===== src/rtl/fxp_pkg.sv =====
// Shared definitions for the fixed-point accumulator array: op codes and
// saturation limit generators.
package fxp_pkg;

  typedef logic [1:0] op_t;

  localparam op_t OP_ADD   = 2'b00;
  localparam op_t OP_SUB   = 2'b01;
  localparam op_t OP_LOAD  = 2'b10;
  localparam op_t OP_CLEAR = 2'b11;

  // Callers truncate the 64-bit pattern to their word length.
  function automatic logic [63:0] fxp_max_pos(input int unsigned len);
    return (64'd1 << (len - 1)) - 64'd1;
  endfunction

  function automatic logic [63:0] fxp_max_neg(input int unsigned len);
    return 64'd1 << (len - 1);
  endfunction

endpackage


===== src/rtl/fxp_acc_array_if.sv =====
// Command and result streams of the accumulator array, each a valid/ready pair.
interface fxp_acc_array_if #(
  parameter int unsigned C_FXP_LENGTH = 16,
  parameter int unsigned C_CHANNELS   = 6
);
  localparam int unsigned C_CH_WIDTH = $clog2(C_CHANNELS);

  logic                    S_IN_VALID;
  logic                    S_IN_READY;
  logic [C_CH_WIDTH-1:0]   S_IN_CH;
  logic [1:0]              S_IN_OP;
  logic [C_FXP_LENGTH-1:0] S_IN_DATA;

  logic                    S_OUT_VALID;
  logic                    S_OUT_READY;
  logic [C_CH_WIDTH-1:0]   S_OUT_CH;
  logic [C_FXP_LENGTH-1:0] S_OUT_DATA;
  logic                    S_OUT_OF;
  logic                    S_OUT_ERR;

  modport master (
    output S_IN_VALID, S_IN_CH, S_IN_OP, S_IN_DATA, S_OUT_READY,
    input  S_IN_READY, S_OUT_VALID, S_OUT_CH, S_OUT_DATA, S_OUT_OF, S_OUT_ERR
  );

  modport slave (
    input  S_IN_VALID, S_IN_CH, S_IN_OP, S_IN_DATA, S_OUT_READY,
    output S_IN_READY, S_OUT_VALID, S_OUT_CH, S_OUT_DATA, S_OUT_OF, S_OUT_ERR
  );

endinterface


===== src/rtl/fxp_sat_addsub.sv =====
// Combinational signed add/subtract with saturation to the word range.
module fxp_sat_addsub import fxp_pkg::*; #(
  parameter int unsigned C_FXP_LENGTH = 16
) (
  input  logic [C_FXP_LENGTH-1:0] a_i,
  input  logic [C_FXP_LENGTH-1:0] b_i,
  input  logic                    sub_i,
  output logic [C_FXP_LENGTH-1:0] res_o,
  output logic                    of_o
);

  localparam logic [C_FXP_LENGTH-1:0] MaxPos = C_FXP_LENGTH'(fxp_max_pos(C_FXP_LENGTH));
  localparam logic [C_FXP_LENGTH-1:0] MaxNeg = C_FXP_LENGTH'(fxp_max_neg(C_FXP_LENGTH));

  logic [C_FXP_LENGTH:0] a_ext;
  logic [C_FXP_LENGTH:0] b_ext;
  logic [C_FXP_LENGTH:0] sum;

  always_comb begin
    a_ext = {a_i[C_FXP_LENGTH-1], a_i};
    b_ext = {b_i[C_FXP_LENGTH-1], b_i};
    sum   = sub_i ? (a_ext - b_ext) : (a_ext + b_ext);
    res_o = sum[C_FXP_LENGTH-1:0];
    of_o  = 1'b0;
    // Disagreeing top two bits mean the true result left the L-bit range.
    unique case (sum[C_FXP_LENGTH:C_FXP_LENGTH-1])
      2'b01: begin
        res_o = MaxPos;
        of_o  = 1'b1;
      end
      2'b10: begin
        res_o = MaxNeg;
        of_o  = 1'b1;
      end
      default: ;
    endcase
  end

endmodule


===== src/rtl/fxp_acc_array.sv =====
// Multi-channel saturating fixed-point accumulator with a two-stage
// valid/ready pipeline: stage A holds the command, stage B the result.
module fxp_acc_array import fxp_pkg::*; #(
  parameter int unsigned C_FXP_LENGTH = 16,
  parameter int unsigned C_FXP_POINT  = 12,
  parameter int unsigned C_CHANNELS   = 6
) (
  input  logic                  S_AXI_ACLK,
  input  logic                  S_AXI_ARESETN,
  input  logic                  S_CLEAR_ALL,
  fxp_acc_array_if.slave        acc_if,
  output logic [C_CHANNELS-1:0] S_OF_STICKY
);

  localparam int unsigned C_CH_WIDTH = $clog2(C_CHANNELS);

  if (C_FXP_POINT >= C_FXP_LENGTH || C_FXP_LENGTH < 4 || C_CHANNELS < 2) begin : gen_param_check
    $error("fxp_acc_array: invalid parameter combination");
  end

  logic                    a_valid_q;
  logic [C_CH_WIDTH-1:0]   a_ch_q;
  op_t                     a_op_q;
  logic [C_FXP_LENGTH-1:0] a_data_q;

  logic                    b_valid_q;
  logic [C_CH_WIDTH-1:0]   b_ch_q;
  logic [C_FXP_LENGTH-1:0] b_data_q;
  logic                    b_of_q;
  logic                    b_err_q;

  logic [C_FXP_LENGTH-1:0] acc_q [C_CHANNELS];
  logic [C_CHANNELS-1:0]   sticky_q;

  logic                    adv_b;
  logic                    in_ready;
  logic                    a_adv;
  logic                    ch_ok;
  logic [C_FXP_LENGTH-1:0] acc_rd;
  logic [C_FXP_LENGTH-1:0] sat_res;
  logic                    sat_of;
  logic [C_FXP_LENGTH-1:0] res_d;
  logic                    of_d;

  always_comb begin
    adv_b    = !b_valid_q | acc_if.S_OUT_READY;
    in_ready = !a_valid_q | adv_b;
    a_adv    = a_valid_q & adv_b;
    ch_ok    = 32'(a_ch_q) < C_CHANNELS;
    acc_rd   = '0;
    for (int i = 0; i < int'(C_CHANNELS); i++) begin
      if (a_ch_q == C_CH_WIDTH'(i)) acc_rd = acc_q[i];
    end
  end

  fxp_sat_addsub #(
    .C_FXP_LENGTH(C_FXP_LENGTH)
  ) u_sat_addsub (
    .a_i  (acc_rd),
    .b_i  (a_data_q),
    .sub_i(a_op_q == OP_SUB),
    .res_o(sat_res),
    .of_o (sat_of)
  );

  // Out-of-range channels yield a zero, non-saturated result.
  always_comb begin
    res_d = '0;
    of_d  = 1'b0;
    if (ch_ok) begin
      unique case (a_op_q)
        OP_ADD, OP_SUB: begin
          res_d = sat_res;
          of_d  = sat_of;
        end
        OP_LOAD:  res_d = a_data_q;
        OP_CLEAR: res_d = '0;
        default:  res_d = '0;
      endcase
    end
  end

  always_ff @(posedge S_AXI_ACLK or negedge S_AXI_ARESETN) begin
    if (!S_AXI_ARESETN) begin
      a_valid_q <= 1'b0;
      a_ch_q    <= '0;
      a_op_q    <= OP_ADD;
      a_data_q  <= '0;
      b_valid_q <= 1'b0;
      b_ch_q    <= '0;
      b_data_q  <= '0;
      b_of_q    <= 1'b0;
      b_err_q   <= 1'b0;
    end else begin
      if (in_ready) begin
        a_valid_q <= acc_if.S_IN_VALID;
        if (acc_if.S_IN_VALID) begin
          a_ch_q   <= acc_if.S_IN_CH;
          a_op_q   <= acc_if.S_IN_OP;
          a_data_q <= acc_if.S_IN_DATA;
        end
      end
      if (adv_b) begin
        b_valid_q <= a_valid_q;
        if (a_valid_q) begin
          b_ch_q   <= a_ch_q;
          b_data_q <= res_d;
          b_of_q   <= of_d;
          b_err_q  <= !ch_ok;
        end
      end
    end
  end

  // Clear-all wins over the commit landing on the same edge.
  always_ff @(posedge S_AXI_ACLK or negedge S_AXI_ARESETN) begin
    if (!S_AXI_ARESETN) begin
      for (int i = 0; i < int'(C_CHANNELS); i++) acc_q[i] <= '0;
      sticky_q <= '0;
    end else if (S_CLEAR_ALL) begin
      for (int i = 0; i < int'(C_CHANNELS); i++) acc_q[i] <= '0;
      sticky_q <= '0;
    end else if (a_adv && ch_ok) begin
      for (int i = 0; i < int'(C_CHANNELS); i++) begin
        if (a_ch_q == C_CH_WIDTH'(i)) begin
          acc_q[i] <= res_d;
          if (a_op_q == OP_LOAD || a_op_q == OP_CLEAR) begin
            sticky_q[i] <= 1'b0;
          end else if (of_d) begin
            sticky_q[i] <= 1'b1;
          end
        end
      end
    end
  end

  assign acc_if.S_IN_READY  = in_ready;
  assign acc_if.S_OUT_VALID = b_valid_q;
  assign acc_if.S_OUT_CH    = b_ch_q;
  assign acc_if.S_OUT_DATA  = b_data_q;
  assign acc_if.S_OUT_OF    = b_of_q;
  assign acc_if.S_OUT_ERR   = b_err_q;
  assign S_OF_STICKY        = sticky_q;

endmodule


===== src/flat_wrapper.sv =====
// flat-port wrapper written by rule: the top's interface ports become plain ports
module fxp_acc_array_flat import fxp_pkg::*;
#(
  parameter int unsigned C_FXP_LENGTH = 16,
  parameter int unsigned C_FXP_POINT  = 12,
  parameter int unsigned C_CHANNELS   = 6
)
  (S_AXI_ACLK, S_AXI_ARESETN, S_CLEAR_ALL, S_OF_STICKY, acc_if_S_IN_VALID, acc_if_S_IN_CH, acc_if_S_IN_OP, acc_if_S_IN_DATA, acc_if_S_OUT_READY, acc_if_S_IN_READY, acc_if_S_OUT_VALID, acc_if_S_OUT_CH, acc_if_S_OUT_DATA, acc_if_S_OUT_OF, acc_if_S_OUT_ERR);
  fxp_acc_array_if #(.C_FXP_LENGTH(C_FXP_LENGTH), .C_CHANNELS(C_CHANNELS)) acc_if_i ();
  input  logic S_AXI_ACLK;
  input  logic S_AXI_ARESETN;
  input  logic S_CLEAR_ALL;
  output logic [C_CHANNELS-1:0] S_OF_STICKY;
  input wire logic [$bits(acc_if_i.S_IN_VALID)-1:0] acc_if_S_IN_VALID;
  input wire logic [$bits(acc_if_i.S_IN_CH)-1:0] acc_if_S_IN_CH;
  input wire logic [$bits(acc_if_i.S_IN_OP)-1:0] acc_if_S_IN_OP;
  input wire logic [$bits(acc_if_i.S_IN_DATA)-1:0] acc_if_S_IN_DATA;
  input wire logic [$bits(acc_if_i.S_OUT_READY)-1:0] acc_if_S_OUT_READY;
  output wire logic [$bits(acc_if_i.S_IN_READY)-1:0] acc_if_S_IN_READY;
  output wire logic [$bits(acc_if_i.S_OUT_VALID)-1:0] acc_if_S_OUT_VALID;
  output wire logic [$bits(acc_if_i.S_OUT_CH)-1:0] acc_if_S_OUT_CH;
  output wire logic [$bits(acc_if_i.S_OUT_DATA)-1:0] acc_if_S_OUT_DATA;
  output wire logic [$bits(acc_if_i.S_OUT_OF)-1:0] acc_if_S_OUT_OF;
  output wire logic [$bits(acc_if_i.S_OUT_ERR)-1:0] acc_if_S_OUT_ERR;
  assign acc_if_i.S_IN_VALID = acc_if_S_IN_VALID;
  assign acc_if_i.S_IN_CH = acc_if_S_IN_CH;
  assign acc_if_i.S_IN_OP = acc_if_S_IN_OP;
  assign acc_if_i.S_IN_DATA = acc_if_S_IN_DATA;
  assign acc_if_i.S_OUT_READY = acc_if_S_OUT_READY;
  assign acc_if_S_IN_READY = acc_if_i.S_IN_READY;
  assign acc_if_S_OUT_VALID = acc_if_i.S_OUT_VALID;
  assign acc_if_S_OUT_CH = acc_if_i.S_OUT_CH;
  assign acc_if_S_OUT_DATA = acc_if_i.S_OUT_DATA;
  assign acc_if_S_OUT_OF = acc_if_i.S_OUT_OF;
  assign acc_if_S_OUT_ERR = acc_if_i.S_OUT_ERR;
  fxp_acc_array #(.C_FXP_LENGTH(C_FXP_LENGTH), .C_FXP_POINT(C_FXP_POINT), .C_CHANNELS(C_CHANNELS)) u_core (.S_AXI_ACLK(S_AXI_ACLK), .S_AXI_ARESETN(S_AXI_ARESETN), .S_CLEAR_ALL(S_CLEAR_ALL), .acc_if(acc_if_i), .S_OF_STICKY(S_OF_STICKY));
endmodule

===== config.mk =====
export PLATFORM = sky130hd
export DESIGN_NAME = fxp_acc_array_flat
export DESIGN_NICKNAME = d
export VERILOG_FILES = /design/src/rtl/fxp_pkg.sv /design/src/rtl/fxp_acc_array_if.sv /design/src/rtl/fxp_sat_addsub.sv /design/src/rtl/fxp_acc_array.sv /design/src/flat_wrapper.sv
export SDC_FILE = /design/constraint.sdc
export NUM_CORES = 1
export LEC_CHECK = 0
export BUFFER_PORTS_ARGS = -buffer_cell sky130_fd_sc_hd__buf_2
export CAP_MARGIN = 40
export CORE_ASPECT_RATIO = 0.5
export CORE_MARGIN = 5
export CORE_UTILIZATION = 61
export DETAILED_ROUTE_END_ITERATION = 6
export PLACE_DENSITY = 0.8
export SKIP_CTS_REPAIR_TIMING = 1
export SYNTH_ARGS = -nofsm -noshare
export SYNTH_HDL_FRONTEND = slang
export SYNTH_SLANG_ARGS = --single-unit

===== constraint.sdc =====
create_clock -name S_AXI_ACLK -period 5.9 [get_ports S_AXI_ACLK]
set_input_delay 0.295 -clock S_AXI_ACLK [delete_from_list [all_inputs] [get_ports S_AXI_ACLK]]
set_output_delay 0.295 -clock S_AXI_ACLK [all_outputs]
set_load 0.01 [all_outputs]

; After elaboration in Yosys (flattened, before gate mapping)
; Index checks and enable logic that the tools add are counted.
; Widths: inputs -> output; s select.
[totals]
in_bits = 26
register_bits = 146
output_inout_bits = 29
wordCells = 99
[classes]
bitwise_logic = 3
mux = 31
n_addsub = 2
eq_ne = 10
n_lt_le_gt_ge = 1
reduce_logical = 31
[ops]
columns = op, n
row1 = $mux 16, 13
row2 = $mux 96, 2
row3 = $pmux 16 s3, 1
row4 = $pmux 16 s2, 1
row5 = $reduce_and 3->1, 6
row6 = $add 16x16->17, 1
row7 = $mux 17, 1
row8 = $sub 16x16->17, 1
row9 = $reduce_and 2->1, 8
row10 = $reduce_bool 2->1, 7
row11 = $mux 6, 2
row12 = $mux 1, 11
row13 = $eq 2x2->1 const B, 3
row14 = $eq 3x2->1 const B, 2
row15 = $eq 3x3->1 const B, 2
row16 = $eq 2x1->1 const B, 2
row17 = $reduce_or 2->1, 2
row18 = $eq 3x1->1 const B, 1
row19 = $logic_not 1->1, 3
row20 = $logic_not 3->1, 1
row21 = $lt 3x3->1 const B, 1
row22 = $reduce_bool 3->1, 1
row23 = $logic_not 2->1, 1
row24 = $or 1x1->1, 2
row25 = other kinds (3), 3

; Logic depth before layout (Yosys ltp)
; Gate-level depths: netlist of run 1.
[depth]
ltp_word = 19
depth_mapped = 22
ltp_nobuf = 20

; Cells and area by module
; From an unflattened synthesis of run 1, not the netlist that was laid out.
[hier_totals]
cells_unflattened = 850
area_unflattened_um2 = 8932.3
[by_module_without_submodules]
columns = module, area_each_um2, seq_area_each_um2, instances, cells_per_inst
row1 = fxp_acc_array, 7445.9, 3653.5, 1, 626
row2 = fxp_sat_addsub, 1486.4, 0.0, 1, 224

; Worst setup path before layout of run 1
; OpenSTA, ideal clock, no wires.
[synth_timing]
kind = register to register
start = register u_core.a_data_q[0]
end = register u_core.acc_q[35] in the netlist's numbering
setup_time_ns = 0.139
period_less_slack_ns = 4.681
path_slack_ns = 1.219
stages_incl_launch_ff = 19
required_time_ns = 5.761
arrival_ns = 4.542
path_buffers = 1
path_cell_list = dfrtp_1 -> inv_1 -> ha_1 -> or4b_4 -> o41ai_1 -> xor2_1 -> ha_1 -> a211o_1 -> and2_0 -> o31a_1 -> a311o_1 -> a21oi_2 -> xor2_1 -> ha_1 -> o21bai_1 -> clkbuf_1 -> nor2_1 -> a32oi_1 -> o21ai_0
[synth_between]
elab_chain_len = 9
elab_cells_between_ends = 11
cone_classes = add/sub: 2 / eq/ne: 2 / mux: 7
[synth_rtl]
columns = element, line_no
row1 = "start, declared", fxp_acc_array.sv:24  ; logic [C_FXP_LENGTH-1:0] a_data_q;
row2 = "start signal, assigned", fxp_acc_array.sv:100  ; a_data_q <= acc_if.S_IN_DATA;
row3 = $add 16x16->17 / $sub 16x16->17 (equally long branches), fxp_sat_addsub.sv:22  ; sum = sub_i ? (a_ext - b_ext) : (a_ext + b_ext);
row4 = $mux 17 *, fxp_sat_addsub.sv:22
row5 = $eq 2x2->1 / $eq 2x1->1 (equally long branches), fxp_sat_addsub.sv:26  ; unique case (sum[C_FXP_LENGTH:C_FXP_LENGTH-1])
row6 = $pmux 16 s2 *, fxp_sat_addsub.sv:26
row7 = $pmux 16 s3 *, fxp_acc_array.sv:71  ; unique case (a_op_q)
row8 = $mux 16 *, fxp_acc_array.sv:70  ; if (ch_ok) begin
row9 = $mux 16 *, fxp_acc_array.sv:125  ; if (a_ch_q == C_CH_WIDTH'(i)) begin
row10 = $mux 96 *, fxp_acc_array.sv:123  ; end else if (a_adv && ch_ok) begin
row11 = $mux 96 *, fxp_acc_array.sv:120  ; end else if (S_CLEAR_ALL) begin
row12 = "end signal, assigned by index", fxp_acc_array.sv:126  ; acc_q[i] <= res_d;
row13 = "end, declared", fxp_acc_array.sv:32  ; logic [C_FXP_LENGTH-1:0] acc_q [C_CHANNELS];
; Mark *: on every way between the ends. The rest lies on a longest branch, timed or not. The select of a mux whose other input is x is not followed.
; A chain may end at the register's enable or synchronous reset.

; Final worst setup path of run 1
[layout_timing]
start = register u_core.a_ch_q[0]
end = register u_core.acc_q[14] in the netlist's numbering
[layout_between]
elab_chain_len = 16
elab_cells_between_ends = 28
cone_classes = add/sub: 2 / order compare: 1 / eq/ne: 7 / mux: 13 / reduce/logical: 5
[layout_rtl]
columns = element, line_no
row1 = "start, declared", fxp_acc_array.sv:22  ; logic [C_CH_WIDTH-1:0] a_ch_q;
row2 = "start signal, assigned", fxp_acc_array.sv:98  ; a_ch_q <= acc_if.S_IN_CH;
row3 = $logic_not 3->1, fxp_acc_array.sv:52  ; if (a_ch_q == C_CH_WIDTH'(i)) acc_rd = acc_q[i];
row4 = $mux 16 (6 in series), fxp_acc_array.sv:52
row5 = $add 16x16->17 / $sub 16x16->17 (equally long branches), fxp_sat_addsub.sv:22
row6 = $mux 17, fxp_sat_addsub.sv:22
row7 = $eq 2x2->1 / $eq 2x1->1 (equally long branches), fxp_sat_addsub.sv:26
row8 = $pmux 16 s2, fxp_sat_addsub.sv:26
row9 = $pmux 16 s3, fxp_acc_array.sv:71
row10 = $mux 16, fxp_acc_array.sv:70
row11 = $mux 16, fxp_acc_array.sv:125
row12 = $mux 96, fxp_acc_array.sv:123
row13 = $mux 96, fxp_acc_array.sv:120
; Several ways; a longest one is shown, not always the timed one. The select of a mux whose other input is x is not followed.

==> results summary, run 1 <==
The period utilization came out at approximately 95%. For this block, the routed nets add up to approximately 24,000 µm of wire. Sequential cells account for between 30% and 40% of the total power. Data on the critical path arrives at its endpoint at 5.88 ns. Summing the areas of all compound-gate instances in the mapped netlist gives a little under a fifth of the synthesized area. On the final layout, the worst clock skew is approximately 0.014 ns.

The cell area after placement is around 8800 µm². The biggest area contributor in the post-synthesis netlist is dfrtp_1. The min-delay analysis places its worst path in the category in2reg. The max-capacitance violation count came out at 0.

The worst setup path is captured at a flip-flop. The hold path depth came out at 2. The root buffer cell is clkbuf_16. Setup repair after global routing left no endpoint under its margin. The post-route setup TNS is 0 ns. The fraction of post-synthesis cell area in the top cell type by area is between 40% and 50%. Synthesis produced a netlist whose cell count is between 800 and 900.

The die footprint came out at ~16,000 µm². The number of global-route vias before repair came out at ~7k. The transition time at the pin with the least slew margin is slightly below 0.8 ns. The share of async-settable or async-resettable flops after synthesis is 100%.

The depth of the worst register-to-register path is 19. By startpoint and endpoint, the worst setup path is classified as reg2reg. Sorting the synthesized cells by area gives the leading types as dfrtp_1 45%, nand3b_1 9.2%, o21ai_0 4.7%. The number of sinks handled by clock tree synthesis came out at roughly 150. The post-synthesis xor/xnor area fraction came out at 2.44%. The routed wirelength normalized by instance count is 22.2 µm. In the synthesized netlist the dominant register cell turns out to be dfrtp_1.

The mean area per synthesized cell is a little under 10 µm². The number of fillers in the final layout came out at between 900 and 1k. Measured against the total synthesized area, the mux share comes to around 8.1%. The overall die width came out at between 150 and 200 µm. The share of total power in the clock network is around a third. The number of placed instances with taps included is 1,040. The worst-path maximum fanout is 29. The required arrival time at the worst endpoint is around 6.2 ns. The power dissipated by switching net loads is between 1 and 1.5 mW. The post-detailed-route count of antenna-violating nets is 0.

The timing-limited maximum frequency came out at 179 MHz. The H-tree generated during clock tree synthesis spans 4 levels. The count of synthesis-stage warnings from yosys is 0.

The number of antenna cells inserted came out at 0. The total area inside the core boundary comes to 12,900 µm². The vertical die dimension is slightly above 90 µm.

The total of flip-flops plus latches after synthesis came out at 146. The detailed-route via count came out at about 7.2k. The length of the first detailed-routing pass in iterations is 6. The proportion of synthesized chip area in sequential cells is between 40 and 50%. Power spread over the standard cell area amounts to 354 nW/µm².

The number of buffers created by CTS is 17. Global routing used 30.0% of the available tracks across all layers. The weighted congestion at the end of routability-driven global placement came out at between 0.9 and 1.

The relative contribution of combinational cells to total power is around 30%. The maximum number of pins on one net before global-route repair came out at roughly 110. The cell area after layout is between 9000 and 10,000 µm². The count of final setup violators is 0. The standby leakage power is slightly above 4 nW. The post-synthesis instance area came out at just over 8000 µm². The proportion of total power due to net switching is between 30% and 40%. Overall power consumption after layout is estimated at between 3 and 4 mW.

The worst max-slew margin expressed relative to the limit came out at 47.5%. The worst setup path is launched from a flip-flop. The detailed-route vias per instance came out at 6.73. The number of flops mapped to enable cells by yosys came out at 0. The unique cell type count in the Yosys netlist is 68. Of the cells placed in the final design, the portion with a size suffix greater than 1 is between 10% and 20%.

The net total in the final layout came out at ~940. The maximum buffer depth of the clock tree came out at 2. The total of buffers placed on input and output ports is 54. Clock latency on the worst-skew pair, taken at its later pin, is approximately 0.43 ns. The shortest clock period the worst path allows after layout is 5.58 ns. The total DRC errors in the routed layout is 0.

IR analysis of the VDD net gives a maximum drop of between 0.0002 and 0.0003 V. The simple-gate portion of the synthesized area came out at between 20% and 30%. The I/O pin count came out at between 50 and 60. Internal power comes to 2.11 mW.

The global-route congestion overflow total is 0. TritonCTS built the clock tree. The synthesis-to-finish area growth came out at 14.5%. The final max-slew violation count is 0. The placed wire-length estimate is about 16,000 µm. The post-synthesis net count came out at 891.

The first global-routing pass estimated between 30,000 and 40,000 µm of wire. The main combinational cell family by area after synthesis is simple AND/OR/NAND/NOR gates. The count of final hold-check violations came out at 0. The initial cell density of the core is approximately 63%. The adder and majority gate portion of the synthesized area is under 10%. The least setup slack across all paths after layout is 0.315 ns. The clock-pin slew of the registers on the worst-case setup and hold paths came out at 0.07 ns. For this block, the initial DRC count from the detailed router was just over 1k. The final cell count without fillers is approximately 1.1k. The run finished with clean final reports. The number of placement rows is 29.

The number of antenna violations at the first check in global routing is 0. Before CTS, the worst setup slack after placement is between 0.7 and 0.8 ns.
## worst max-delay path, stage by stage, from the launching register on
cell       delay, ns
dfrtp_2         0.63
buf_12          0.27
mux2i_1         0.23
nor2_1          0.06
a21oi_1         0.20
o221ai_1        0.28
ha_1            0.45
a21oi_1         0.37
o21ai_0         0.30
inv_1           0.16
a21oi_1         0.10
a2111oi_2       0.47
xnor2_1         0.21
ha_1            0.35
buf_4           0.25
inv_1           0.16
a21oi_1         0.17
nor4b_1         0.31
a211o_1         0.34
o21ai_1         0.12
## state kept, by name, indices dropped and copies added (netlist names)
| name | cells |
|---|---|
| u_core.S_OF_STICKY | 6 |
| u_core.a_ch_q | 3 |
| u_core.a_data_q | 16 |
| u_core.a_op_q | 2 |
| u_core.a_valid_q | 1 |
| u_core.acc_if.S_OUT_CH | 3 |
| u_core.acc_if.S_OUT_DATA | 16 |
| u_core.acc_if.S_OUT_ERR | 1 |
| u_core.acc_if.S_OUT_OF | 1 |
| u_core.acc_if.S_OUT_VALID | 1 |
| u_core.acc_q | 96 |
## power by group through the flow
stage,registers (mW),clock network (mW),logic (mW)
after global placement,1.21,0,0.940
after CTS,1.19,1.12,0.982
after floorplan,1.21,0,0.634
after global routing,1.21,1.17,1.09
after detailed placement,1.21,0,0.973
final,1.20,1.12,1.01
## worst paths after layout
| kind | from | end | slack (ns) |
|---|---|---|---|
| max | u_core.a_ch_q[0] | u_core.acc_q[14] | 0.32 |
| min | acc_if_S_IN_VALID | u_core.a_valid_q | 0.09 |
| max reg2reg | u_core.a_ch_q[0] | u_core.acc_q[14] | 0.32 |
| min reg2reg | u_core.acc_if.S_OUT_DATA[13] | u_core.acc_if.S_OUT_DATA[13] | 0.47 |
| max in group asynchronous | S_AXI_ARESETN | u_core.a_ch_q[0] | 4.25 |
| min in group asynchronous | S_AXI_ARESETN | u_core.a_data_q[1] | 0.46 |
## through the flow
stage	hold slack [ns]	utilization (%)
after CTS	-0.0972	72.5
final	0.0894	72.6
after global placement	0.339	66.7
after detailed placement	0.355	67.9
after floorplan	-0.000591	-
after global routing	0.0892	72.6
## cells in the mapped netlist, drive strengths merged (7+ instances only)
master / count
a211oi: 11
a21oi: 42
a22o: 7
buf: 16
clkbuf: 41
dfrtp: 146
ha: 20
inv: 8
mux2: 22
mux2i: 28
nand2: 89
nand2b: 7
nand3: 11
nand3b: 100
nand4: 7
nor2: 35
nor3: 9
o21ai: 132
o221ai: 8
xnor2: 13
xor2: 9
## cells by family after synthesis
family          after synthesis
simple gates                290
xor+xnor                     22
buf+inv                      65
flops                       146
mux                          56
compound gates              244
fa+ha+maj                    21
## layer usage
layer	global-route usage [%]	vias to the layer above	share of wire, %
li1	-	3178	-
met1	41.3	3592	42
met2	44.6	416	43
met3	11.8	39	13
met4	8.03	0	1.6
met5	0	-	0
## placed cells by master, fill, tap and decap left out, types with 8 or more instances in the layout
cell / Yosys / layout
buf_4: 1 / 21
mux2_2: 22 / 22
clkbuf_16: 0 / 17
xnor2_1: 13 / 13
o21ai_1: 53 / 53
nand3_1: 10 / 10
nand3b_1: 100 / 100
xor2_1: 8 / 8
ha_1: 20 / 20
buf_2: 11 / 53
nand2_1: 89 / 89
mux2i_1: 28 / 28
a211oi_1: 10 / 10
o221ai_1: 8 / 8
dfrtp_1: 146 / 145
o21ai_0: 77 / 77
nor3_1: 9 / 9
a21oi_1: 38 / 38
nor2_1: 34 / 34
## layout make-up
cell class,instances,area (µm²),area share [%]
clock buffer,18,429,4.57
clock inverter,14,166,1.77
inverter,8,30.0,0.320
multi-input combinational,633,4270,45.5
sequential,146,3650,39.0
tap,170,213,2.27
timing repair buffer,84,619,6.60
Power figures use the tool's default switching activity.
==> run 2, diff against run 1 <==
--- a/config.mk
+++ b/config.mk
@@ -5,13 +5,14 @@
 export SDC_FILE = /design/constraint.sdc
 export NUM_CORES = 1
 export LEC_CHECK = 0
+export ABC_AREA = 1
 export BUFFER_PORTS_ARGS = -buffer_cell sky130_fd_sc_hd__buf_2
 export CAP_MARGIN = 40
 export CORE_ASPECT_RATIO = 0.5
 export CORE_MARGIN = 5
-export CORE_UTILIZATION = 61
+export CORE_UTILIZATION = 50
 export DETAILED_ROUTE_END_ITERATION = 6
-export PLACE_DENSITY = 0.8
+export PLACE_DENSITY = 0.68
 export SKIP_CTS_REPAIR_TIMING = 1
 export SYNTH_ARGS = -nofsm -noshare
 export SYNTH_HDL_FRONTEND = slang
==> results summary, run 2 <==
The placeable core area is 15,500 µm² (+20%). The number of placement rows came out at 32 (+10%). The area used by multi-input combinational logic is 3700 µm² (-13%). The shortest clock period the worst path allows after layout came to 5.16 ns (-0.426 ns). The max-capacitance violation count came out at 0 (unchanged). The power per cell area was 451 nW/µm² (+27%). The number of fillers in the final layout came out at 1,442 (+56%).

The weighted congestion at the end of routability-driven global placement is 0.907 (-0.71%). The transition time at the pin with the least slew margin is 0.881 ns (+0.0929 ns). The number of buffer and inverter instances along the worst setup path is 5 (+1).

The initial cell density of the core came out at 51.4% (-12 points). The biggest cell delay along the critical path came to 0.56 ns (-0.07 ns). The total DRC errors in the routed layout came out at 2 (+2). The total of buffers placed on input and output ports came out at 54 (unchanged). The number of placed instances with taps included is 1,275 (+23%). The share of async-settable or async-resettable flops after synthesis came out at 100% (unchanged). The wire length reported by the detailed router came out at 23,500 µm (-1.3%).

The detailed-route vias per instance came to 5.59 (-17%). The unique cell type count in the Yosys netlist is 38 (-44%). The detailed-route via count was 7,313 (+1.2%).

The count of final hold-check violations is 0 (unchanged). The worst-path maximum fanout came out at 16 (-45%). The share of cells above drive strength 1 is 12.0% (-5.9 points). The total of flip-flops plus latches after synthesis came to 146 (unchanged). The post-detailed-route count of antenna-violating nets came out at 0 (unchanged). The number of instances in the synthesized netlist came out at 1,050 (+24%).

The number of flops mapped to enable cells by yosys is 0 (unchanged). The post-synthesis net count came out at 1,097 (+23%). The depth of the worst register-to-register path is 22 (+3). The post-route setup TNS is 0 ns (unchanged).

The starting DRC count in detailed routing came to 885 (-13%). The relative contribution of combinational cells to total power was 37.7% (+7.4 points). The standby leakage power was 4.88 nW (+20%). The mean area per synthesized cell is 7.59 µm² (-22%).

In the post-synthesis netlist, the biggest area contributors are dfrtp_1 46%, nand2_1 18%, nand3_1 7.5%. Setup repair after global routing left no endpoint under its margin. The post-synthesis instance area came out at 7970 µm² (-2.7%).

For this design, the slowest cell found on the critical path is ha_1. The overall die width is 189 µm (+8.4%). The nature of the critical path endpoint is a flip-flop. The fraction of the core area covered by cells at the end of the flow is 57.8% (-15 points). The power dissipated by switching net loads is 1.73 mW (+43%). After synthesis, the most frequently instantiated cells are 386 x nand2_1, 146 x dfrtp_1, 119 x nand3_1. The level count of the clock H-tree came out at 4 (unchanged). The most common cell in the synthesized netlist is nand2_1. dfrtp_1 takes more of the synthesized area than any other cell. The die footprint came out at 18,700 µm² (+17%). The internal cell power is 2.31 mW (+9.3%). The global-route wire length before repair is 38,200 µm (+0.40%). The I/O pin count was 55 (unchanged). The placed wire-length estimate came to 16,200 µm (+1.3%). The signal arrival time at the worst endpoint was 5.52 ns (-0.36 ns). In this design, the largest share of critical-path delay is due to compound AO/OA/AOI/OAI gates.

The proportion of synthesized chip area in sequential cells is 45.9% (+1.3 points). The count of synthesis-stage warnings from yosys came out at 0 (unchanged). The sequential cell fraction of total power is 34.8% (-1.3 points). The final max-slew violation count came out at 0 (unchanged).

Ranked by flip-flop count, first place goes to u_core.acc_q. The proportion of total power due to net switching was 42.9% (+6.4 points). The worst voltage drop across the vdd grid was 0.000246 V (-2.6%). The min-delay analysis places its worst path in the category in2reg. The clock latency on the worst-skew pair is 0.43 ns (about the same). The checks that failed: design-rule violations.

The number of sinks handled by clock tree synthesis is 146 (unchanged). The synthesis-to-finish area growth is 12.5%. The count of final setup violators is 0 (unchanged).

CTS placed an instance of clkbuf_16 at the clock tree root. The type of the worst setup path is reg2reg. The required arrival time at the worst endpoint was 6.26 ns (+0.06 ns). The number of antenna violations at the first check in global routing came to 0 (unchanged).

The clock skew is 0.00940 ns (-0.00508 ns). The number of antenna cells inserted came out at 0 (unchanged). The number of buffers created by CTS came out at 17 (unchanged). The critical path depth is 22 (+3). The flip-flop count of the largest register after layout came out at 96 (unchanged). The clock-pin slew of the registers on the worst-case setup and hold paths is 0.07 ns (about the same). The worst max-slew margin expressed relative to the limit is 41.3% (-6.2 points).

The global-route congestion overflow total is 0 (unchanged). The area occupied by registers was 3650 µm² (about the same). The vertical die dimension is 99.3 µm (+8.0%).

The period utilization came out at 87.4% (-7.2 points). The post-route total power is 4.04 mW (+22%). The run finished, with violations left.

The CTS tree is built. The maximum number of pins on one net before global-route repair came to 77 (-27%). The top cell types in the final layout, fill and taps aside, are 386 x nand2_1, 146 x dfrtp_1, 119 x nand3_1. The commonest non-fill, non-tap cell in the layout is nand2_1. The share of total power in the clock network was 27.5% (-6.1 points). Among all flip-flop cells after synthesis, the most frequent one is dfrtp_1.

The maximum buffer depth of the clock tree is 2 (unchanged). In this design, the critical path's most frequently occurring cell is nand2_1. Traced cell by cell, the critical path runs through inv_2 -> nand3_2 -> inv_2 -> a22o_1 -> a221oi_1 -> nand3_1 -> ha_1 -> nand2_1 -> nand2_1 -> a21oi_1 -> inv_1 -> a21oi_1 -> nand2_1 -> xor2_1 -> inv_1 -> ha_1 -> o21ai_1 -> inv_1 -> o21ai_0 -> nand2_1 -> nand3_1 -> nand2_1. The net total in the final layout is 1,138 (+21%).

The fraction of post-synthesis cell area in the top cell type by area came to 45.9% (+1.3 points). The global router's overall resource usage is 25.9% (-4.1 points). The worst setup path is launched from a flip-flop. The routed wirelength normalized by instance count is 18.0 µm (-19%).

The final cell count without fillers is 1,308 (+22%). The hold path depth came out at 2 (unchanged). The timing-limited maximum frequency is 194 MHz (+8.3%). The length of the first detailed-routing pass in iterations came to 7 (+1). The number of global-route vias before repair came out at 6,968 (-0.029%).
## run 2: cell count changes in the layout (fill, tap and decap cells not counted), sizes merged, moves of 13 or more
cell and change:
nand3 +109, mux2i -28, o21ai -75, nand3b -100, inv +102, a221oi +15
xnor2 -13, nor2 +19, nand2 +303, buf -23, mux2 -20
## run 2: logic make-up (layout without fill, tap and decap cells)
kind of cell	after synthesis	after routing	synth area share, %
muxes	2	2	0.283
xor gates and xnor gates	15	15	1.65
adders and majority gates	21	21	3.39
AOI/OAI and AO/OA	141	141	10.9
DFF	146	146	45.9
buffers and inverters	148	202	7.77
and+or+nand+nor	577	577	30.2
## run 2: layout make-up
| class | instances | area share [%] |
|---|---|---|
| flip-flops and latches | 146 | 40.8 |
| repair buffers | 61 | 3.92 |
| clock buffers | 17 | 4.75 |
| inverters | 109 | 4.56 |
| clock inverters | 15 | 1.86 |
| multi-input cells | 756 | 41.3 |
| well taps | 204 | 2.85 |
## run 2: routing by layer
metal | GRT usage, % | up-vias | wire [µm]
met4 | 6.55 | 0 | 331
li1 | - | 3461 | -
met2 | 36.1 | 303 | 9670
met3 | 6.91 | 33 | 1980
met1 | 39.9 | 3516 | 11500
met5 | 0 | - | 0
## run 2: power groups by stage
stage                     Sequential (mW)  Combinational, mW  Clock, mW
after floorplan                      1.41              0.989          0
after global placement               1.41               1.47          0
after detailed placement             1.41               1.49          0
after CTS                            1.40               1.50       1.12
after global routing                 1.43               1.70       1.18
final                                1.41               1.52       1.11
## run 2: metrics by stage
step / instance area, µm² / hold WS [ns] / worst slack (ns)
finish: 8960 / 0.0897 / 0.741
global route: 8960 / 0.0828 / 0.266
CTS: 8950 / -0.142 / 0.800
detailed placement: 8360 / 0.317 / 0.827
global placement: 8330 / 0.317 / 0.950
floorplan: 7970 / -0.000591 / 2.12
## run 2: path summary, 6_finish.rpt
path | start | end | slack (ns)
max in group asynchronous | S_AXI_ARESETN | u_core.a_data_q[4] | 4.31
hold / removal | acc_if_S_IN_DATA[9] | u_core.a_data_q[9] | 0.09
setup reg to reg | u_core.a_ch_q[2] | u_core.acc_q[88] | 0.74
min in group asynchronous | S_AXI_ARESETN | u_core.acc_q[69] | 0.41
setup / recovery | u_core.a_ch_q[2] | u_core.acc_q[88] | 0.74
hold reg to reg | u_core.acc_if.S_OUT_DATA[5] | u_core.acc_if.S_OUT_DATA[5] | 0.47
## run 2: worst reg2reg max path: stages, from the launching register on
cell	delay, ns
dfrtp_1	0.45
inv_2	0.11
nand3_2	0.10
inv_2	0.15
a22o_1	0.26
a221oi_1	0.43
nand3_1	0.24
ha_1	0.43
nand2_1	0.10
nand2_1	0.07
a21oi_1	0.23
inv_1	0.08
a21oi_1	0.19
nand2_1	0.10
xor2_1	0.26
inv_1	0.08
ha_1	0.56
o21ai_1	0.20
inv_1	0.33
o21ai_0	0.18
nand2_1	0.30
nand3_1	0.13
nand2_1	0.10
==> run 3, diff against run 2 <==
--- a/config.mk
+++ b/config.mk
@@ -11,6 +11,7 @@
 export CORE_ASPECT_RATIO = 0.5
 export CORE_MARGIN = 5
 export CORE_UTILIZATION = 50
+export CTS_CLUSTER_DIAMETER = 150
 export DETAILED_ROUTE_END_ITERATION = 6
 export PLACE_DENSITY = 0.68
 export SKIP_CTS_REPAIR_TIMING = 1
==> constraint.sdc (replaced) <==
create_clock -name S_AXI_ACLK -period 5.9 [get_ports S_AXI_ACLK]
set_input_delay 1.77 -clock S_AXI_ACLK [delete_from_list [all_inputs] [get_ports S_AXI_ACLK]]
set_output_delay 1.77 -clock S_AXI_ACLK [all_outputs]
set_load 0.01 [all_outputs]
==> results summary, run 3 (synthesized netlist as in run 2, its figures left out) <==
The clock skew is 0.0121 ns (+0.00272 ns). The number of buffer and inverter instances along the worst setup path is 5 (unchanged). The number of buffers created by CTS is 17 (unchanged). TritonCTS built the clock tree. The shortest clock period the worst path allows after layout is 5.19 ns (+0.0275 ns). The timing-limited maximum frequency is 193 MHz (-0.53%). The global routing usage on met1 came out at 38.7% (-1.2 points). The transition time at the pin with the least slew margin came out at 0.847 ns (-0.0336 ns). The worst hold path startpoint is u_core.acc_if.S_OUT_DATA[4]. The standby leakage power is 4.87 nW (-0.18%).

The run finished with clean final reports. The detailed-route vias per instance is 5.60 (+0.11%). The initial cell density of the core was 51.4% (unchanged).

The final max-slew violation count came out at 0 (unchanged). The period utilization came out at 87.9% (+0.47 points). The number of placement rows is 32 (unchanged).

For this design, the slowest cell found on the critical path is ha_1. The global-route wire length before repair is 38,000 µm (-0.36%). The global-route congestion overflow total is 0 (unchanged).

Setup repair after global routing left no endpoint under its margin. The hold slack is 0.478 ns (+0.389 ns). The placeable core area came to 15,500 µm² (unchanged). The total of buffers placed on input and output ports is 54 (unchanged).

The count of final setup violators is 0 (unchanged). The total DRC errors in the routed layout came out at 0 (-2). The biggest cell delay along the critical path came to 0.50 ns (-0.06 ns). The library cell appearing most often on the critical path is nand2_1.

The depth of the worst register-to-register path came out at 22 (unchanged). The worst max-slew margin expressed relative to the limit was 43.5% (+2.2 points). The met3 usage was 6.77% (-0.14 points). The number of global-route vias before repair came to 6,971 (+0.043%). The number of sinks handled by clock tree synthesis was 146 (unchanged). The max-capacitance violation count came out at 0 (unchanged). The hold path depth is 2 (unchanged).

The wire length reported by the detailed router came out at 23,300 µm (-1.2%). The min-delay analysis places its worst path in the category reg2reg. The number of antenna violations at the first check in global routing came to 0 (unchanged). The worst setup path is captured at a flip-flop. The starting DRC count in detailed routing came to 733 (-17%). The I/O pin count is 55 (unchanged). The signal arrival time at the worst endpoint came out at 5.50 ns (-0.02 ns). The clock latency on the worst-skew pair is 0.43 ns (about the same). The flip-flop count of the largest register after layout came out at 96 (unchanged). The routed wirelength normalized by instance count came to 17.8 µm (-1.0%). The overall die width came out at 189 µm (unchanged). The weighted congestion at the end of routability-driven global placement came out at 0.909 (+0.17%). The met2 global-route usage came out at 37.8% (+1.6 points). The clock-pin slew of the registers on the worst-case setup and hold paths is 0.06 ns (about the same). The length of the first detailed-routing pass in iterations is 7 (unchanged). The placed wire-length estimate came to 16,200 µm (-0.49%). The number of antenna cells inserted came to 0 (unchanged).

The level count of the clock H-tree was 4 (unchanged). The busiest layer in global routing is met1. The worst voltage drop across the vdd grid is 0.000310 V (+26%). The worst flop-to-flop path startpoint is u_core.a_ch_q[2]. The worst-path maximum fanout is 16 (unchanged). The critical path depth is 22 (unchanged).

Tracing the worst setup path back leads to its startpoint at u_core.a_ch_q[2]. The synthesis-to-finish area growth is 12.4% (about the same). The count of final hold-check violations is 0 (unchanged). The cell type group with the largest total delay on the critical path is compound AO/OA/AOI/OAI gates.

The cell sitting at the root of the clock tree is a clkbuf_16. The maximum buffer depth of the clock tree came out at 2 (unchanged). The post-detailed-route count of antenna-violating nets came to 0 (unchanged). Ranked by flip-flop count, first place goes to u_core.acc_q. The power per cell area is 451 nW/µm² (about the same). The required arrival time at the worst endpoint is 6.21 ns (-0.05 ns). The vertical die dimension came to 99.3 µm (unchanged).

The critical path goes through inv_2 -> nand3_2 -> inv_2 -> a22o_1 -> a221oi_1 -> nand3_1 -> ha_1 -> nand2_1 -> nand2_1 -> a21oi_1 -> inv_1 -> a21oi_1 -> nand2_1 -> xor2_1 -> inv_1 -> ha_1 -> o21ai_1 -> inv_1 -> o21ai_0 -> nand2_1 -> nand3_1 -> nand2_1. The sort of element at the start of the critical path is a flip-flop. The detailed-route via count came out at 7,310 (-0.041%). The share of cells above drive strength 1 is 11.9% (-0.16 points). The net total in the final layout was 1,137 (-0.088%).

The commonest non-fill, non-tap cell in the layout is nand2_1. The maximum number of pins on one net before global-route repair came out at 67 (-13%). The global router's overall resource usage is 25.6% (-0.28 points). The die footprint is 18,700 µm² (unchanged). The critical path is of the reg2reg type. Leaving out fill and tap cells, the most frequent cells in the layout are 386 x nand2_1, 146 x dfrtp_1, 119 x nand3_1.

The post-route setup TNS is 0 ns (unchanged).
[run 3: final timing paths]
check                                         endpoint  slack [ns]
min                        u_core.acc_if.S_OUT_DATA[4]        0.48
max reg2reg                           u_core.acc_q[88]        0.71
max in group asynchronous             u_core.a_ch_q[2]        3.41
min reg2reg                u_core.acc_if.S_OUT_DATA[4]        0.48
min in group asynchronous        u_core.S_OF_STICKY[3]        1.26
max                                   u_core.acc_q[88]        0.71
[run 3: metrics by stage]
stage	setup slack, ns	instances	total power, mW	util (%)	area (µm²)
floorplan	2.12	1050	2.40	-	7970
global placement	0.916	1274	2.89	53.8	8330
detailed placement	0.883	1275	2.90	54.0	8360
CTS	0.867	1306	4.01	57.8	8950
global route	0.361	1306	4.30	57.8	8950
finish	0.714	1306	4.04	57.8	8950
[run 3: power by group]
group	switching, mW	internal [mW]	total [mW]
logic	1.07	0.452	1.52
registers	0.157	1.25	1.41
clock network	0.447	0.658	1.11
total	1.67	2.36	4.04
[run 3: final cells by class]
cell class	instances	area, µm²
fillers	1419	6540
repair buffers	60	342
flip-flops and latches	146	3650
well taps	204	255
inverters	109	409
clock buffers	21	470
multi-input cells	756	3700
clock inverters	10	123
[run 3: worst min-delay path: stages (launching register included)]
cell and delay, ns:
dfrtp_1 0.33, nand2_1 0.05, nand2_1 0.06
[run 3: layer usage]
metal | part of all wire [%] | routed length (µm) | vias up
met5 | 0 | 0 | -
met1 | 49 | 11300 | 3512
met4 | 0.74 | 173 | 0
met2 | 42 | 9690 | 298
li1 | - | - | 3482
met3 | 8.9 | 2070 | 18
